**src/rtl/karatsuba_pkg.sv**
```systemverilog
// Shared width helpers for the Karatsuba multiplier datapath.
package karatsuba_pkg;

  function automatic int kar_lo_w(input int n);
    return (n + 1) / 2;
  endfunction

  function automatic int kar_hi_w(input int n);
    return n / 2;
  endfunction

  // The cross product (a0+a1)*(b0+b1) needs one carry bit per factor.
  function automatic int kar_x_w(input int n);
    return 2 * kar_lo_w(n) + 2;
  endfunction

endpackage

```
**src/rtl/karatsuba_pipe_stage.sv**
```systemverilog
// Valid/ready register slice: one entry of data plus its valid flag.
module karatsuba_pipe_stage #(
  parameter int WIDTH = 8
) (
  input  logic             clk,
  input  logic             rst_n,
  input  logic             adv,
  input  logic             d_vld,
  input  logic [WIDTH-1:0] d,
  output logic             vld,
  output logic [WIDTH-1:0] q
);

  always_ff @(posedge clk or negedge rst_n) begin
    if (!rst_n) begin
      vld <= 1'b0;
      q   <= '0;
    end else if (adv) begin
      vld <= d_vld;
      // Data only moves when a real entry arrives, so idle bubbles keep the old value.
      if (d_vld) q <= d;
    end
  end

endmodule

```
**src/rtl/karatsuba_recombine.sv**
```systemverilog
// Two-stage recombination of Karatsuba partial products into the full product.
// Optional sticky borrow check enabled by defining KARATSUBA_RECOMBINE_CHECK_EN.
module karatsuba_recombine
  import karatsuba_pkg::*;
#(
  parameter int N_BITS = 15
) (
  input  logic                                 clk,
  input  logic                                 rst_n,
  input  logic                                 in_valid,
  output logic                                 in_ready,
  input  logic [2*kar_lo_w(N_BITS)-1:0]        p_lo,
  input  logic [2*kar_hi_w(N_BITS)-1:0]        p_hi,
  input  logic [kar_x_w(N_BITS)-1:0]           p_x,
  output logic                                 out_valid,
  input  logic                                 out_ready,
  output logic [2*N_BITS-1:0]                  out_c
`ifdef KARATSUBA_RECOMBINE_CHECK_EN
  ,
  output logic                                 err
`endif
);

  localparam int H   = kar_lo_w(N_BITS);
  localparam int L   = kar_hi_w(N_BITS);
  localparam int XW  = kar_x_w(N_BITS);
  localparam int CW  = 2 * N_BITS;
  localparam int S1W = XW + 2 * L + 2 * H;

  function automatic logic [XW-1:0] middle(input logic [XW-1:0]    x,
                                           input logic [2*H-1:0]   lo,
                                           input logic [2*L-1:0]   hi);
    return x - XW'(lo) - XW'(hi);
  endfunction

  function automatic logic [CW-1:0] recombine(input logic [XW-1:0]  mid,
                                              input logic [2*H-1:0] lo,
                                              input logic [2*L-1:0] hi);
    return (CW'(hi) << (2 * H)) + (CW'(mid) << H) + CW'(lo);
  endfunction

  logic           s1_v, s2_v;
  logic           s1_adv, s2_adv;
  logic [XW-1:0]  mid_p0;
  logic [S1W-1:0] d_p1, q_p1;
  logic [XW-1:0]  mid_p1;
  logic [2*H-1:0] lo_p1;
  logic [2*L-1:0] hi_p1;
  logic [CW-1:0]  c_p1;

  assign s2_adv   = !s2_v || out_ready;
  assign s1_adv   = !s1_v || s2_adv;
  assign in_ready = s1_adv;

  // Stage 0 -> 1: middle term, carried with the raw low/high products
  assign mid_p0 = middle(p_x, p_lo, p_hi);
  assign d_p1   = {mid_p0, p_hi, p_lo};

  karatsuba_pipe_stage #(.WIDTH(S1W)) u_s1 (
    .clk   (clk),
    .rst_n (rst_n),
    .adv   (s1_adv),
    .d_vld (in_valid),
    .d     (d_p1),
    .vld   (s1_v),
    .q     (q_p1)
  );

  // Stage 1 -> 2: shifted sum into the full-width product
  assign {mid_p1, hi_p1, lo_p1} = q_p1;
  assign c_p1 = recombine(mid_p1, lo_p1, hi_p1);

  karatsuba_pipe_stage #(.WIDTH(CW)) u_s2 (
    .clk   (clk),
    .rst_n (rst_n),
    .adv   (s2_adv),
    .d_vld (s1_v),
    .d     (c_p1),
    .vld   (s2_v),
    .q     (out_c)
  );

  assign out_valid = s2_v;

`ifdef KARATSUBA_RECOMBINE_CHECK_EN
  logic borrow_p0;

  // A borrow means the partial products cannot come from one real multiplication.
  assign borrow_p0 = {1'b0, p_x} < ((XW + 1)'(p_lo) + (XW + 1)'(p_hi));

  always_ff @(posedge clk or negedge rst_n) begin
    if (!rst_n)                                err <= 1'b0;
    else if (in_valid && in_ready && borrow_p0) err <= 1'b1;
  end
`endif

endmodule
```
**config.mk**
```make
export PLATFORM = sky130hd
export DESIGN_NAME = karatsuba_recombine
export DESIGN_NICKNAME = d
export VERILOG_FILES = /design/src/rtl/karatsuba_pkg.sv /design/src/rtl/karatsuba_pipe_stage.sv /design/src/rtl/karatsuba_recombine.sv
export SDC_FILE = /design/constraint.sdc
export NUM_CORES = 1
export LEC_CHECK = 0
export CORE_ASPECT_RATIO = 1.4
export CORE_MARGIN = 2
export CORE_UTILIZATION = 49
export CTS_CLUSTER_DIAMETER = 80
export DETAILED_ROUTE_END_ITERATION = 7
export PLACE_DENSITY = 0.76
export REMOVE_ABC_BUFFERS = 1
export SLEW_MARGIN = 10
export SYNTH_ARGS = -nofsm -noshare
export SYNTH_HDL_FRONTEND = slang
export SYNTH_SLANG_ARGS = --single-unit
```
**constraint.sdc**
```tcl
create_clock -name clk -period 2.4 [get_ports clk]
set_input_delay 0.48 -clock clk [delete_from_list [all_inputs] [get_ports clk]]
set_output_delay 0.48 -clock clk [all_outputs]
set_load 0.01 [all_outputs]
```
==> flow_summary.yaml, run 1 <==
power_and_ir_drop:
  p_seq_frac: 0.290
  intPower_mw: 4.22
  power_leakage_nw: 3.65
  power_density_nw_per_um2: 874
  power.net_switching_mw: 2.57
  vdd.ir_drop.worst_mv: 0.474
  power_frac_clock: 0.199
  power_mw: 6.79
  switching_share: 0.379
  combPwrFrac: 0.511
yosys:
  ys_top_cells_by_area: "dfrtp_1 38%, ha_1 9.2%, nand2_1 8.7%, fa_1 5.7%, o21ai_0 4.3%"
  ys.flop_type: "dfrtp_1"
  synthXorXnorAreaFrac: 0.0348
  synth_warnings: 0
  yosys.area_share.simple: 0.176
  syn_area_per_cell_sq_um: 8.78
  synth.area.mux_share: 0.00189
  synth-seq-cells: 80
  synth-compound-area-share: 0.212
  synthAdderAreaFrac: 0.149
  synth_cell_type_count: 55
  async_reset_ff_frac: 1.00
  ys_seq_area_frac: 0.378
  synth_top_family_by_area: "compound AO/OA/AOI/OAI gates"
  synth_area_leader_cell: "dfrtp_1"
  synth_top_area_share: 0.378
  syn_area_sq_um: 5290
  synthCells: 603
  synth_edf_count: 0
cells_and_area:
  final_util: 0.743
  drive_gt1_frac: 0.309
  num_antenna_cells: 0
  nets: 896
  layout_commonest_cell: "nand2_1"
  nFillCells: 762
  final_cell_mix: "117 x nand2_1, 113 x buf_4, 80 x dfrtp_1, 43 x o21ai_0, 40 x clkdlybuf4s50_1"
  area_growth_pct: 46.9
  stdcell_area_sq_um: 7770
cts:
  cts_tree: "built"
  cts-root-buf: "clkbuf_16"
  cts_buffer_depth: 2
  cts_sinks: 80
  cts_buffers: 9
  ctsHoldBuffers: 0
  clk_pin_slew_ns: 0.06
  h-tree-depth: 3
  clk_latency_ns: 0.34
sta:
  fin_crit_sh: 1.05
  setup_slack_ns: -0.130
  max_freq_mhz: 395
  worst_slew_pin_slew_ns: 0.611
  finalHoldViolations: 0
  min_period_ns: 2.53
  clock_skew_ns: 0.00803
  rsz0062_at_grt: "yes"
  finalSetupViolations: 4
  final_max_slew_viol_count: 0
  slew_headroom: 0.593
global_routing:
  grt_usage: 0.281
  grt_max_degree: 43
  grtUsageMet3: 0.0377
  met2_usage: 0.508
  grt_pass1_vias: 5280
  overflow: 0
  busiest_layer: "met2"
  grt_pass1_wl_mm: 25.5
  antenna_found_initial: 0
  gr-usage-met1: 0.327
floorplanning:
  core-area_sq_um: 10500
  start_util: 0.506
  die_w_um: 91.8
  pin_count: 84
  num_rows: 44
  die_area_sq_um: 11700
  die_h_um: 127
drt:
  ant_nets: 0
  drt_first_pass_iters: 5
  routedWlPerCell_um: 17.4
  drcViolationCount: 0
  drtIter0Drc: 335
  dr_total_vias: 5119
  vias_per_cell: 5.49
  finalWirelength_mm: 16.2
setup_path:
  cp.required_ns: 2.66
  endpoint_kind: "flip-flop"
  path_max_fanout: 2
  cp_data_arrival_time_ns: 2.79
  worstSetupPathType: "in -> reg"
  crit_path_start_kind: "input pin"
  rrSetupSlack_ns: 0.08
worst_hold_path:
  hp-class: "in -> async"
placement:
  gp_congestion: 0.966
  place_area_sq_um: 6780
  io_buffers: 83
  place_hpwl_mm: 11.6
outcome:
  status: "finished, violations left"
  violations: "negative setup slack"
run:
  max_cap_viol_count: 0
[registers in the layout, indices dropped and copies added, names as in the netlist]
name and count:
u_s1.q 48, u_s2.vld 1, u_s1.vld 1, u_s2.q 30
[power groups by stage]
stage	registers [mW]	clock network (mW)	logic, mW
floorplan	2.01	0	1.62
global placement	1.96	0	2.89
detailed placement	1.98	0	2.93
CTS	1.96	1.36	3.24
global route	2.01	1.43	3.78
finish	1.97	1.35	3.47
[cell type report]
class / count / area (sq um) / area share
multi-input combinational: 455 / 3450 / 0.444
timing repair buffer: 204 / 1710 / 0.219
clock inverter: 6 / 50.0 / 0.00644
inverter: 40 / 150 / 0.0193
sequential: 80 / 2000 / 0.258
clock buffer: 10 / 239 / 0.0307
tap: 138 / 173 / 0.0222
[layer usage]
metal / part of all wire / up-vias
met3: 0.026 / 46
met2: 0.52 / 136
met5: 0 / -
li1: - / 2485
met1: 0.41 / 2452
met4: 0.043 / 0
[final timing paths]
check,startpoint,to,cells past startpoint
min,rst_n,u_s2.q[3],1
max in group asynchronous,rst_n,u_s1.q[13],2
max reg2reg,u_s1.q[23],u_s2.q[28],7
min reg2reg,u_s1.q[7],u_s2.q[7],2
max,p_x[0],u_s1.q[47],10
min in group clk,p_lo[0],u_s1.q[0],3
[kinds of logic after synthesis]
| family | Yosys count |
|---|---|
| buffers and inverters | 68 |
| XOR/XNOR | 21 |
| flip-flops | 80 |
| adder cells (fa/ha/maj) | 54 |
| AND/OR/NAND/NOR | 207 |
| multiplexers | 1 |
| AO/OA/AOI/OAI | 172 |
[Yosys cell counts (11+ instances only)]
| cell type | number |
|---|---|
| a21o_1 | 21 |
| a21oi_1 | 29 |
| clkbuf_1 | 23 |
| dfrtp_1 | 80 |
| fa_1 | 15 |
| ha_1 | 39 |
| inv_1 | 40 |
| nand2_1 | 122 |
| nand3_1 | 13 |
| nand4_1 | 11 |
| nor2_1 | 19 |
| o21ai_0 | 45 |
| o21ai_1 | 15 |
| xnor2_1 | 12 |
[stage by stage]
stage	setup WS [ns]	setup TNS (ns)	std cells	hold slack, ns
floorplan	-0.337	-1.48	575	0.184
global placement	-0.864	-9.41	873	0.451
detailed placement	-0.934	-10.11	873	0.453
CTS	-0.133	-0.258	924	0.157
global route	-0.196	-0.724	933	0.190
finish	-0.130	-0.366	933	0.130
[critical path, stage by stage]
cell and delay, ns:
buf_6 0.09, fa_2 0.58, inv_2 0.05, ha_4 0.14
o21a_1 0.18, o21a_1 0.18, o21a_1 0.24, o21a_1 0.19
or4_1 0.47, a31oi_1 0.17
[timing repair]
| action | CTS | global route |
|---|---|---|
| pin swaps | 53 | 55 |
| setup buffers | 35 | 11 |
| endpoints found under the setup margin | 14 | 13 |
| gates resized for setup | 145 | 55 |
Power figures use the tool's default switching activity.
==> inputs of run 2 (changes only) <==
--- a/config.mk
+++ b/config.mk
@@ -5,12 +5,14 @@
 export SDC_FILE = /design/constraint.sdc
 export NUM_CORES = 1
 export LEC_CHECK = 0
+export CAP_MARGIN = 20
 export CORE_ASPECT_RATIO = 1.4
 export CORE_MARGIN = 2
-export CORE_UTILIZATION = 49
+export CORE_UTILIZATION = 31
 export CTS_CLUSTER_DIAMETER = 80
 export DETAILED_ROUTE_END_ITERATION = 7
-export PLACE_DENSITY = 0.76
+export GPL_TIMING_DRIVEN = 0
+export PLACE_DENSITY = 0.52
 export REMOVE_ABC_BUFFERS = 1
 export SLEW_MARGIN = 10
 export SYNTH_ARGS = -nofsm -noshare
==> run 2 against run 1 <==
The run still ends with negative setup slack left. Sequential power is essentially flat. Wire length is 3.8% lower. Total power fell by 1.1%. Highest routed layer unchanged. Final cell count increased by 0.32%. Clock power grew 13%. Largest cell class unchanged. Global-route usage decreased by 11 points. Critical path depth grew 1. Critical endpoint unchanged.
==> flow_summary.yaml, run 2 (synthesized netlist as in run 1, its figures left out) <==
outcome:
  status: "finished, violations left"
  violations: "negative setup slack"
cells_and_area:
  num_antenna_cells: 0
  final_util: 0.448
  largest_register_ffs: 48
  reg_top3: "u_s1.q x48, u_s2.q x30"
  layout_commonest_cell: "nand2_1"
  nets: 834
  regMostFlops: "u_s1.q"
  drive_gt1_frac: 0.280
  area_growth_pct: 41.8
  final_cell_mix: "115 x nand2_1, 80 x dfrtp_1, 54 x buf_4, 41 x o21ai_0, 40 x clkdlybuf4s50_1"
setup_path:
  cp.depth: 11
  rr_startpoint: "u_s1.q[30]"
  critPathMaxStageDelay_ns: 0.59
  r2r_end: "u_s2.q[28]"
  endpoint_kind: "flip-flop"
  worst-path-buf-inv: 3
  cp.required_ns: 2.67
  path_max_fanout: 2
  critPathTopFamily: "compound AO/OA/AOI/OAI gates"
  rr_worst_depth: 8
  worstSetupPathType: "in -> reg"
  critical_path.cell_chain: "buf_6, inv_4, fa_2, inv_2, ha_4, o21a_1, o21a_1, o21a_1, o21a_1, or4_4, a31oi_4"
  crit_path_frequent_cell: "o21a_1"
  slowest_stage: "fa_2"
  cp_data_arrival_time_ns: 2.84
  rrSetupSlack_ns: 0.08
  crit_path_start_kind: "input pin"
sta:
  finalSetupTns_ns: -0.267
  setup_slack_ns: -0.176
  min_period_ns: 2.58
  worst_slew_pin_slew_ns: 0.856
  slew_headroom: 0.429
  fin_crit_sh: 1.07
  rsz0062_at_grt: "yes"
  final_max_slew_viol_count: 0
  max_freq_mhz: 388
  clock_skew_ns: 0.00916
  finalHoldViolations: 0
  finalSetupViolations: 2
drt:
  drt_first_pass_iters: 4
  routedWlPerCell_um: 16.7
  dr_total_vias: 4736
  drcViolationCount: 0
  ant_nets: 0
  finalWirelength_mm: 15.6
  vias_per_cell: 5.06
  drtIter0Drc: 209
global_routing:
  grt_usage: 0.173
  overflow: 0
  grt_pass1_wl_mm: 24.4
  grt_max_degree: 91
  grt_pass1_vias: 4798
  antenna_found_initial: 0
floorplanning:
  num_rows: 56
  start_util: 0.316
  pin_count: 84
  core-area_sq_um: 16700
  die_w_um: 114
  die_h_um: 159
  die_area_sq_um: 18100
worst_hold_path:
  hp-class: "in -> async"
cts:
  ctsHoldBuffers: 0
  cts_buffer_depth: 2
  cts-root-buf: "clkbuf_16"
  h-tree-depth: 3
  clk_latency_ns: 0.34
  cts_tree: "built"
  cts_sinks: 80
  clk_pin_slew_ns: 0.07
  cts_buffers: 9
power_and_ir_drop:
  switching_share: 0.370
  intPower_mw: 4.24
  vdd.ir_drop.worst_mv: 0.340
  power_frac_clock: 0.228
  p_seq_frac: 0.293
  power_density_nw_per_um2: 895
  power_leakage_nw: 3.39
  power.net_switching_mw: 2.48
  combPwrFrac: 0.479
placement:
  io_buffers: 83
  gp_congestion: 0.916
  place_hpwl_mm: 11.2
run:
  max_cap_viol_count: 0
[run 2: final cells by class]
type | instances | area (sq um)
inverter | 40 | 163
sequential | 80 | 2000
multi-input combinational | 455 | 3510
tap | 203 | 254
fill | 1595 | 9240
clock inverter | 6 | 91.3
timing repair buffer | 142 | 1240
clock buffer | 10 | 239
[run 2: worst max path at each step]
stage	from	slack, ns	to
2_1_floorplan	p_lo[0]	-0.34	u_s1.q[46]
3_3_place_gp	rst_n	-2.18	u_s2.q[28]
3_5_place_dp	p_hi[0]	-1.21	u_s1.q[46]
4_1_cts	p_x[0]	-0.14	u_s1.q[47]
5_1_grt	p_lo[0]	-0.21	u_s1.q[47]
6_report	p_lo[0]	-0.18	u_s1.q[47]
[run 2: power groups by stage]
stage               combinational [mW]  clock, mW  sequential (mW)
finish                            3.22       1.53             1.97
floorplan                         1.62          0             2.01
detailed placement                2.67          0             1.98
CTS                               3.06       1.57             1.97
global placement                  2.63          0             1.98
global route                      3.53       1.62             2.02
[run 2: timing repair]
action                     in CTS  in global routing
buffers inserted               45                 13
gates resized for setup       148                 91
gates cloned                    0                  0
pin swaps                      60                 38
setup endpoints to repair      15                 13
[run 2: layer usage]
layer  track usage  routed length (um)  vias up
met5             0                   0        -
met2         0.316                8240      104
li1              -                   -     2354
met4        0.0738                 444        0
met1         0.205                6450     2244
met3        0.0190                 477       34
[run 2: metrics by stage]
step / total power, mW / area [sq um] / hold slack, ns / setup WS, ns / std cells
after floorplan: 3.63 / 5180 / 0.184 / -0.337 / 575
after global placement: 4.60 / 6270 / 0.449 / -2.18 / 861
after detailed placement: 4.66 / 6320 / 0.415 / -1.21 / 863
after CTS: 6.60 / 7270 / 0.0413 / -0.136 / 924
after global routing: 7.16 / 7500 / 0.0576 / -0.208 / 936
final: 6.72 / 7500 / 0.0371 / -0.176 / 936
==> inputs of run 3 (changes only) <==
--- a/config.mk
+++ b/config.mk
@@ -6,13 +6,16 @@
 export NUM_CORES = 1
 export LEC_CHECK = 0
 export CAP_MARGIN = 20
+export CELL_PAD_IN_SITES_DETAIL_PLACEMENT = 1
+export CELL_PAD_IN_SITES_GLOBAL_PLACEMENT = 1
 export CORE_ASPECT_RATIO = 1.4
 export CORE_MARGIN = 2
 export CORE_UTILIZATION = 31
 export CTS_CLUSTER_DIAMETER = 80
 export DETAILED_ROUTE_END_ITERATION = 7
 export GPL_TIMING_DRIVEN = 0
-export PLACE_DENSITY = 0.52
+export HOLD_SLACK_MARGIN = 0.15
+export PLACE_DENSITY = 0.65
 export REMOVE_ABC_BUFFERS = 1
 export SLEW_MARGIN = 10
 export SYNTH_ARGS = -nofsm -noshare
==> run 3 against run 2 <==
The run still ends with negative setup slack left. Combinational power rose by 8.7%. Sequential share of layout area is 0.51 points lower. First-iteration DRC count decreased by 24%. Clock-buffer cell count increased by 1. Global-route usage increased by 2.5 points. Final cell count up 1.5%. Die area did not move. Critical path depth fell by 1. Critical path type unchanged. Critical endpoint unchanged. Largest cell class unchanged.
==> flow_summary.yaml, run 3 (synthesized netlist as in run 1, its figures left out) <==
setup_path:
  cp.required_ns: 2.66
  path_max_fanout: 2
  cp_data_arrival_time_ns: 2.91
  rr_startpoint: "u_s1.q[13]"
  critical_path.cell_chain: "clkdlybuf4s15_1, ha_1, inv_2, ha_1, o21a_1, o21a_1, o21a_2, o21a_1, or4_1, a31oi_1"
  r2r_end: "u_s2.q[28]"
  critPathTopFamily: "compound AO/OA/AOI/OAI gates"
  endpoint_kind: "flip-flop"
  worst-path-buf-inv: 2
  rrSetupSlack_ns: 0.07
  crit_path_start_kind: "input pin"
  worstSetupPathType: "in -> reg"
  slowest_stage: "or4_1"
  critPathMaxStageDelay_ns: 0.51
  crit_path_frequent_cell: "o21a_1"
  rr_worst_depth: 7
sta:
  clock_skew_ns: 0.0148
  max_freq_mhz: 377
  setup_slack_ns: -0.251
  finalSetupTns_ns: -0.815
  min_period_ns: 2.65
  finalSetupViolations: 8
  final_max_slew_viol_count: 0
  worst_slew_pin_slew_ns: 0.862
  rsz0062_at_grt: "yes"
  fin_crit_sh: 1.10
  finalHoldViolations: 0
  fin_hold_ws_ns: 0.377
  slew_headroom: 0.425
outcome:
  status: "finished, violations left"
  violations: "negative setup slack"
cells_and_area:
  area_growth_pct: 44.5
  regMostFlops: "u_s1.q"
  final_cells: 950
  final_cell_mix: "114 x nand2_1, 80 x dfrtp_1, 50 x buf_4, 42 x o21ai_0, 40 x clkdlybuf4s50_1"
  layout_commonest_cell: "nand2_1"
  nFillCells: 1910
  nets: 848
  num_antenna_cells: 0
  drive_gt1_frac: 0.305
  ff_latch_area_sq_um: 2000
  stdcell_area_sq_um: 7650
  reg_top3: "u_s1.q x48, u_s2.q x30"
  largest_register_ffs: 48
  final_util: 0.457
  multi_input_area_sq_um: 3550
global_routing:
  antenna_found_initial: 0
  grt_usage: 0.198
  overflow: 0
  grt_pass1_wl_mm: 27.9
  grt_pass1_vias: 5284
  grt_max_degree: 91
cts:
  clk_latency_ns: 0.35
  clk_pin_slew_ns: 0.07
  cts_sinks: 80
  cts_tree: "built"
  h-tree-depth: 3
  cts-root-buf: "clkbuf_16"
  cts_buffer_depth: 2
  cts_buffers: 9
drt:
  vias_per_cell: 5.24
  ant_nets: 0
  drt_first_pass_iters: 4
  dr_total_vias: 4982
  drtIter0Drc: 158
  finalWirelength_mm: 18.4
  drcViolationCount: 0
  routedWlPerCell_um: 19.4
worst_hold_path:
  min_to: "u_s1.q[1]"
  hold_depth: 3
  min_from: "p_lo[1]"
  hp-class: "in -> reg"
floorplanning:
  die_h_um: 159
  die_w_um: 114
  pin_count: 84
  core-area_sq_um: 16700
  num_rows: 56
  start_util: 0.316
  die_area_sq_um: 18100
power_and_ir_drop:
  vdd.ir_drop.worst_mv: 0.332
  power_density_nw_per_um2: 894
  power_leakage_nw: 3.46
  power_mw: 6.83
run:
  max_cap_viol_count: 0
placement:
  place_hpwl_mm: 12.2
  placed_cells: 863
  dp_slack_ns: -1.20
  io_buffers: 83
  place_area_sq_um: 6320
  gp_congestion: 0.905
run 3: worst min-delay path: cells and delay by family:
kind | cells | cell delay (ns)
buf+inv | 1 | 0.11
simple gates | 2 | 0.10
run 3: repair_timing:
action,4_1_cts,5_1_grt
setup buffers,51,23
hold buffers,1,0
pin swaps,63,54
cloned,0,0
hold endpoints to repair,24,0
setup endpoints to repair,14,16
gates resized for setup,167,119
run 3: worst max-delay path by stage:
| stage | start | to | slack (ns) | cells after the start |
|---|---|---|---|---|
| final | p_hi[1] | u_s1.q[47] | -0.25 | 10 |
| after global routing | p_hi[1] | u_s1.q[47] | -0.27 | 10 |
| after CTS | p_x[0] | u_s1.q[47] | -0.20 | 10 |
| after detailed placement | p_lo[10] | u_s1.q[47] | -1.20 | 10 |
| after global placement | rst_n | u_s2.q[28] | -2.21 | 1 |
| after floorplan | p_lo[0] | u_s1.q[46] | -0.34 | 9 |
run 3: area by class of cell:
cell class | instances | area share
flip-flops and latches | 80 | 0.262
multi-input cells | 455 | 0.464
inverters | 40 | 0.0213
repair buffers | 156 | 0.182
well taps | 203 | 0.0332
clock buffers | 11 | 0.0330
clock inverters | 5 | 0.00523
run 3: power by group:
part           internal (mW)  switching (mW)
Clock                  0.764           0.608
Combinational           1.70            1.80
Sequential              1.72           0.245
run 3: routing by layer:
layer | GRT usage | share of wire | up-vias
met3 | 0.0213 | 0.021 | 37
met5 | 0 | 0 | -
met2 | 0.371 | 0.54 | 94
li1 | - | - | 2385
met4 | 0.0784 | 0.034 | 0
met1 | 0.229 | 0.41 | 2466
